<file path="src/rtl/ysyx_23060201_gpr_pkg.sv">
// Shared definitions for the GPR file and its per-register pending-write scoreboard.
package ysyx_23060201_gpr_pkg;

   localparam int unsigned DEF_ADDR_WIDTH = 5;
   localparam int unsigned DEF_DATA_WIDTH = 32;
   localparam int unsigned REG_ZERO       = 0;

   typedef enum logic [1:0] {
      PendHold,
      PendInc,
      PendDec,
      PendClr
   } pend_op_e;

   function automatic int unsigned pend_max(input int unsigned width);
      return (1 << width) - 1;
   endfunction

endpackage

</file>
<file path="src/rtl/ysyx_23060201_gpr_pend_cnt.sv">
// Saturating up/down counter tracking outstanding writes to one register.
module ysyx_23060201_gpr_pend_cnt
   import ysyx_23060201_gpr_pkg::*;
#(
   parameter int unsigned WIDTH = 2
) (
   input  logic             clk,
   input  logic             rst_n,
   input  logic             inc,
   input  logic             dec,
   input  logic             clr,
   output logic [WIDTH-1:0] cnt
);

   localparam logic [WIDTH-1:0] CntMax = WIDTH'(pend_max(WIDTH));

   logic [WIDTH-1:0] cnt_q;
   pend_op_e         op;

   // Simultaneous inc and dec cancel out; clear wins over both.
   always_comb begin
      op = PendHold;
      if (clr) begin
         op = PendClr;
      end else if (inc && !dec && cnt_q != CntMax) begin
         op = PendInc;
      end else if (dec && !inc && cnt_q != '0) begin
         op = PendDec;
      end
   end

   always_ff @(posedge clk) begin
      if (!rst_n) begin
         cnt_q <= '0;
      end else begin
         unique case (op)
            PendClr: cnt_q <= '0;
            PendInc: cnt_q <= cnt_q + WIDTH'(1);
            PendDec: cnt_q <= cnt_q - WIDTH'(1);
            default: cnt_q <= cnt_q;
         endcase
      end
   end

   assign cnt = cnt_q;

endmodule

</file>
<file path="src/rtl/ysyx_23060201_gpr_sb.sv">
// GPR file with per-register write scoreboard; define GPR_BYPASS_EN to forward
// the same-cycle writeback to read ports.
module ysyx_23060201_gpr_sb
   import ysyx_23060201_gpr_pkg::*;
#(
   parameter int unsigned ADDR_WIDTH = DEF_ADDR_WIDTH,
   parameter int unsigned DATA_WIDTH = DEF_DATA_WIDTH,
   parameter int unsigned NREAD      = 2,
   parameter int unsigned PEND_WIDTH = 2
) (
   input  logic                        clk,
   input  logic                        rst_n,
   input  logic [NREAD-1:0]            rd_en,
   input  logic [NREAD*ADDR_WIDTH-1:0] rd_addr,
   output logic [NREAD*DATA_WIDTH-1:0] rd_data,
   output logic [NREAD-1:0]            rd_ready,
   input  logic                        rsv_valid,
   input  logic [ADDR_WIDTH-1:0]       rsv_addr,
   output logic                        rsv_ready,
   input  logic                        wb_en,
   input  logic [ADDR_WIDTH-1:0]       wb_addr,
   input  logic [DATA_WIDTH-1:0]       wb_data,
   input  logic                        wb_retire,
   input  logic                        flush
);

   localparam int unsigned       DEPTH   = 1 << ADDR_WIDTH;
   localparam logic [PEND_WIDTH-1:0] PendMax = PEND_WIDTH'(pend_max(PEND_WIDTH));
   localparam logic [ADDR_WIDTH-1:0] Zero    = ADDR_WIDTH'(REG_ZERO);

   logic [DATA_WIDTH-1:0] regs_q [DEPTH];
   logic [PEND_WIDTH-1:0] pend   [DEPTH];
   logic                  retire;
   logic                  rsv_fire;

   assign retire   = wb_en && wb_retire;
   assign rsv_fire = rsv_valid && rsv_ready;

   // A full counter can still take a reservation if a retire frees a slot this cycle.
   assign rsv_ready = !((pend[rsv_addr] == PendMax) && !(retire && wb_addr == rsv_addr));

   always_ff @(posedge clk) begin
      if (!rst_n) begin
         for (int i = 0; i < DEPTH; i++) begin
            regs_q[i] <= '0;
         end
      end else if (wb_en && wb_addr != Zero) begin
         regs_q[wb_addr] <= wb_data;
      end
   end

   assign pend[0] = '0;

   for (genvar r = 1; r < DEPTH; r++) begin : g_pend
      ysyx_23060201_gpr_pend_cnt #(
         .WIDTH (PEND_WIDTH)
      ) u_cnt (
         .clk   (clk),
         .rst_n (rst_n),
         .inc   (rsv_fire && rsv_addr == ADDR_WIDTH'(r)),
         .dec   (retire && wb_addr == ADDR_WIDTH'(r)),
         .clr   (flush),
         .cnt   (pend[r])
      );
   end

   for (genvar p = 0; p < NREAD; p++) begin : g_rd
      logic [ADDR_WIDTH-1:0] addr;
      assign addr = rd_addr[p*ADDR_WIDTH +: ADDR_WIDTH];

      always_comb begin
         rd_data[p*DATA_WIDTH +: DATA_WIDTH] = '0;
         rd_ready[p]                         = 1'b1;
         if (rd_en[p] && addr != Zero) begin
`ifdef GPR_BYPASS_EN
            if (wb_en && addr == wb_addr) begin
               rd_data[p*DATA_WIDTH +: DATA_WIDTH] = wb_data;
               rd_ready[p] = (pend[addr] == '0) ||
                             (wb_retire && pend[addr] == PEND_WIDTH'(1));
            end else begin
               rd_data[p*DATA_WIDTH +: DATA_WIDTH] = regs_q[addr];
               rd_ready[p]                         = (pend[addr] == '0);
            end
`else
            rd_data[p*DATA_WIDTH +: DATA_WIDTH] = regs_q[addr];
            rd_ready[p]                         = (pend[addr] == '0);
`endif
         end
      end
   end

endmodule

</file>
<file path="config.mk">
export PLATFORM = sky130hd
export DESIGN_NAME = ysyx_23060201_gpr_sb
export DESIGN_NICKNAME = d
export VERILOG_FILES = /design/src/rtl/ysyx_23060201_gpr_pkg.sv /design/src/rtl/ysyx_23060201_gpr_pend_cnt.sv /design/src/rtl/ysyx_23060201_gpr_sb.sv
export SDC_FILE = /design/constraint.sdc
export NUM_CORES = 2
export LEC_CHECK = 0
export CORE_MARGIN = 5
export CORE_UTILIZATION = 61
export DETAILED_ROUTE_END_ITERATION = 8
export GPL_ROUTABILITY_DRIVEN = 0
export PLACE_DENSITY = 0.79
export SLEW_MARGIN = 20
export SYNTH_ARGS = -nofsm -noshare
export SYNTH_HDL_FRONTEND = slang
export SYNTH_SLANG_ARGS = --single-unit
</file>
<file path="constraint.sdc">
create_clock -name clk -period 5.9 [get_ports clk]
set_clock_uncertainty 0.2 [all_clocks]
set_input_delay 1.18 -clock clk [delete_from_list [all_inputs] [get_ports clk]]
set_output_delay 1.18 -clock clk [all_outputs]
set_load 0.01 [all_outputs]
</file>
; ---- Word-level counts from Yosys, hierarchy flattened
; Memory sizes are Yosys's and may differ from the RTL's.
; Cells that the tools add are included.
[op_classes]
bitwise_logic = 3
magnitude_cmp = 3
n_reduce_logical = 325
n_addsub = 62
muxes = 144
eq_ne = 188
[op_table]
columns = operator, n
row1 = 2-bit 2-to-1 mux, 99
row2 = 1-bit logical AND, 193
row3 = 2-bit one-hot mux with 3 select lines, 31
row4 = "5-bit equality test, second input constant", 32
row5 = "2-bit equality test, second input constant", 63
row6 = 32-bit 2-to-1 mux, 3
row7 = 3-bit nonzero test, 31
row8 = "5-bit by 4-bit equality test with 1-bit output, second input constant", 16
row9 = 1-bit zero test, 64
row10 = "2-bit by 1-bit adder with 2-bit output, second input constant", 31
row11 = "2-bit by 1-bit equality test with 1-bit output, second input constant", 31
row12 = "2-bit != test, second input constant", 31
row13 = 2-bit nonzero test, 31
row14 = "2-bit by 1-bit subtractor with 2-bit output, second input constant", 31
row15 = "5-bit by 3-bit equality test with 1-bit output, second input constant", 8
row16 = 32-bit OR reduction, 1
row17 = 2-bit binary-select mux with 5-bit select, 3
row18 = "5-bit by 2-bit equality test with 1-bit output, second input constant", 4
row19 = "6-bit >= comparator, second input constant", 3
row20 = 5-bit NOT with 6-bit output, 3
row21 = 5-bit nonzero test, 3
row22 = "5-bit by 1-bit equality test with 1-bit output, second input constant", 2
row23 = 1-bit 2-to-1 mux, 7
row24 = 5-bit equality test, 1
row25 = other kinds (2), 3
[word_totals]
ff_bits = 62
n_memories = 1
ram_bits = 1024
word_cells = 757
out_inout_bits = 67
inputBits = 60
[memory_table]
columns = name, words, word_bits, read_ports, rd_ports_with_merged_regs, write_ports, line
row1 = regs_q, 32, 32, 2, 0, 32, ysyx_23060201_gpr_sb.sv:31  ; logic [DATA_WIDTH-1:0] regs_q [DEPTH];

; ---- Logic depth before layout (Yosys ltp)
[logic_depth]
ltp_word = 17
depth_mapped = 15
depth_no_buf = 11

; ---- Hierarchy
; Synthesis repeated with hierarchy kept, for this count alone.
[hier_totals]
cells_unflattened = 4342
area_unflattened_um2 = 60608.1
[by_module_without_submodules]
columns = module, n_inst, cells_per_inst, area_each_um2, seq_area_each_um2
row1 = ysyx_23060201_gpr_sb, 1, 3722, 55876.1, 30749.5
row2 = ysyx_23060201_gpr_pend_cnt, 31, 20, 152.6, 40.0

; ---- Least setup slack after synthesis
; Ideal clock, no wire load.
[synth_timing]
kind = input -> register
startpoint = in rst_n
endpoint = mem regs_q[13][0] (netlist name) (enable)
path_buffers = 2
arrival_ps = 4237
setup_time_ps = 466
setup_slack_ps = 997
required_time_ps = 5234
path_stages = 4
path_cell_list = clkbuf_1 -> nand4b_1 -> clkbuf_1 -> o21ai_0
[synth_lines]
columns = item, line
row1 = start: declaration, ysyx_23060201_gpr_sb.sv:12  ; input logic rst_n,
row2 = end: declaration, ysyx_23060201_gpr_sb.sv:31

; ---- Worst setup path after layout
[layout_timing]
startpoint = in rd_addr[6]
endpoint = out rd_data[63]
[layout_via]
elab_chain_len = 3
elab_cells_between_ends = 4
cone_classes = 1 x mux / 2 x reduce/logical / 1 x memory
[layout_lines]
columns = item, line
row1 = start: declaration, ysyx_23060201_gpr_sb.sv:14  ; input logic [NREAD*ADDR_WIDTH-1:0] rd_addr,
row2 = "parallel branches: the longest is 2 deep, another holds memory read 32 x 32 bit", n/a
row3 = 32-bit 2-to-1 mux *, ysyx_23060201_gpr_sb.sv:74  ; if (rd_en[p] && addr != Zero) begin
row4 = end: declaration, ysyx_23060201_gpr_sb.sv:15  ; output logic [NREAD*DATA_WIDTH-1:0] rd_data,
; Every way passes the cells marked *.

==> results.yml <==
routing:
  routedWlPerCell_um: 33.70
  drt_iter0_markers: 7148
  drtPass1Iterations: 8
  drtAntennaViolNets: 0
  vias: 40863
  remaining_drc_errors: 0
  via_per_inst: 7.252
  finalWirelength_um: 189900
logic_synthesis:
  synth_seq_cells: 1086
  synthTopCellsByArea: "edfxtp_1 51%, mux4_2 22%, and2_1 10%, mux2i_1 2.1%, dfxtp_1 2.1%"
  yosys.cell_types.count: 69
  seq_area_frac_synth_pct: 52.86
  async_flop_share_pct: 0
  ys.flop_type: "edfxtp_1"
  synth_edf_count: 1024
  synth_cells: 4196
  avgSynthCellArea_sq_um: 14.42
  yosysWarnings: 0
  syn_area_sq_um: 60520
  synth.top_cell.area_share_pct: 50.81
  yosys.area.top_type: "edfxtp_1"
floorplanning:
  initial_core_util_pct: 61.49
  io_pins: 127
  die-area_sq_um: 105600
  core_area_sq_um: 98420
  row_count: 115
  die_w_um: 325.0
  die-height_um: 325.0
clock_network:
  cts-root-buf: "clkbuf_16"
  max-clock-path-buffers: 3
  clkLatencyLatePin_ns: 0.70
  holdBufCountCts: 0
  cts_setup_buffers: 0
  clk_pin_slew_ns: 0.06
  cts_htree_levels: 3
  cts_sinks: 1086
  cts_tree: "done"
  cts_resized: 0
  numCtsBuffers: 111
setup_path:
  crit_path_max_incr_delay_ns: 0.83
  crit_path_end_kind: "output pin"
  rr_worst_depth: 12
  cp_top_family: "simple AND/OR/NAND/NOR gates"
  path_class: "in -> out"
  cp_slowest_cell: "or3_2"
  startpoint: "rd_addr[6]"
  crit_chain: "buf_8 > or3_2 > buf_4 > o221ai_1 > a221oi_1 > nor3_1 > clkdlybuf4s50_1"
  crit_buf_inv: 3
  critPathLaunchType: "input pin"
  r2r_end: "g_pend[27].u_cnt.cnt[1]$_SDFFE_PN0P_"
  cp.required_ns: 4.52
  cp.arrival_ns: 4.23
  reg2reg_from: "g_pend[26].u_cnt.cnt[0]$_SDFFE_PN0P_"
  crit_fanout: 24
  r2r_slack_ns: 2.77
cells_and_area:
  final_nets: 4365
  multi_input_area_sq_um: 27450
  fillers: 6399
  stdcell_count: 5635
  fin_area_sq_um: 68010
  syn_to_final_growth_pct: 12.38
  seqCellArea_sq_um: 31990
  drive_above_1_share_pct: 24.83
  layout_commonest_cell: "edfxtp_1"
  final_cell_mix: "1024 x edfxtp_1, 997 x and2_1, 590 x mux4_2"
placement:
  port_buffers: 126
  placed_area_sq_um: 64390
  dp_slack_ns: 0.4990
  hpwlAfterDp_um: 115000
  placedCellCount: 5415
sta:
  fin_crit_ns: 5.607
  maxSlewHeadroom_pct: 19.39
  timing.final.ws_setup_ns: 0.2931
  tns_ns: 0
  max_freq_mhz: 178.4
  tightest_slew_ns: 1.205
  final.period_utilization_pct: 95.03
  slew_viol_final: 0
  rsz0062_at_grt: "no"
  setup_viol: 0
  finalHoldViolCount: 0
global_route:
  antenna_found_initial: 18
  grt_pass1_wl_um: 274200
  overflow: 0
  grt_pass1_vias: 40959
  grt_max_degree: 74
  track_usage_pct: 35.49
hold_path:
  hold_class: "reg -> reg"
  hold_start: "g_pend[29].u_cnt.cnt[1]$_SDFFE_PN0P_"
  hold_path_depth: 2
  min_to: "g_pend[29].u_cnt.cnt[1]$_SDFFE_PN0P_"
pwr:
  total_leakage_power_nw: 23.57
  ir_drop_mv: 0.2741
  powerDensity_nw_per_um2: 278.1
status:
  status: "completed"
flow_run:
  drv_cap: 0
[where the power goes]
group / total (mW) / switching [mW] / internal, mW / leakage, nW
Combinational: 2.72 / 1.50 / 1.22 / 11.6
Sequential: 9.13 / 0.269 / 8.86 / 10.3
Clock: 7.06 / 3.02 / 4.04 / 1.74
Total: 18.9 / 4.78 / 14.1 / 23.6
[worst max path at each step]
stage / endpoint / cells after the start
6_report: rd_data[63] / 7
5_1_grt: rd_data[63] / 7
4_1_cts: rd_data[63] / 7
3_5_place_dp: rd_data[2] / 7
3_3_place_gp: rd_data[2] / 7
2_1_floorplan: regs_q[13][0]$_SDFFCE_PN0P_ / 4
[metrics by stage]
step	power [mW]	hold WS, ns	utilization (%)
2_1_floorplan	10.86	0.2729	-
3_3_place_gp	11.82	0.2920	65.34
3_5_place_dp	11.91	0.3081	65.42
4_1_cts	18.85	0.3174	69.06
5_1_grt	19.39	0.3474	69.07
6_report	18.91	0.3121	69.10
[synthesized netlist by cell type, drive strengths merged (5+ instances only)]
master	number
clkbuf	307
a211oi	13
o221ai	23
a21oi	115
a41o	5
a41oi	13
a21o	6
mux4	591
xor2	36
nor2b	8
nor2	225
ha	62
mux2	33
or2	9
mux2i	129
o21ai	67
o31ai	9
o32ai	8
o31a	8
o22ai	11
nand3	15
dfxtp	62
and2	998
buf	116
nand2	94
a211o	8
a221oi	26
nand2b	5
edfxtp	1024
a31oi	34
nor3	94
[flip-flops by register name, indices dropped and copies added (netlist names)]
signal / count
regs_q: 1024
g_pend.u_cnt.cnt: 62
[cells by family (layout without fill, tap and decap cells)]
kind of cell               Yosys count  after routing  synth area share (%)
buffers and inverters              428            534                 2.965
AOI/OAI and AO/OA                  360            360                 3.877
and+or+nand+nor                   1470           1470                 13.74
muxes                              753            753                 24.75
other                                1             47              0.006196
adders and majority gates           62             62                 1.282
DFF                               1086           1086                 52.86
xor gates and xnor gates            36             36                0.5210
[worst min-delay path, delay by kind of cell (launching register included)]
family / cells / cell delay [ns]
AO/OA/AOI/OAI: 2 / 0.14
flip-flops: 1 / 0.33
[final cells by class]
type                    count  share of cell area [%]
flip-flops and latches   1086                   47.04
multi-input cells        2713                   40.36
repair buffers            326                   4.879
clock buffers             135                   4.248
well taps                1287                   2.368
clock inverters            68                   1.019
diodes                     15                 0.05519
inverters                   5                 0.03128
[metal layers]
metal / part of all wire (%) / vias up / wire (um) / GRT usage, %
li1: - / 16224 / - / -
met1: 33 / 20377 / 63430 / 46.36
met2: 46 / 3518 / 87810 / 54.99
met3: 14 / 736 / 27230 / 10.44
met4: 6.0 / 8 / 11370 / 17.96
met5: 0.027 / - / 51 / 0
Power figures use the tool's default switching activity.
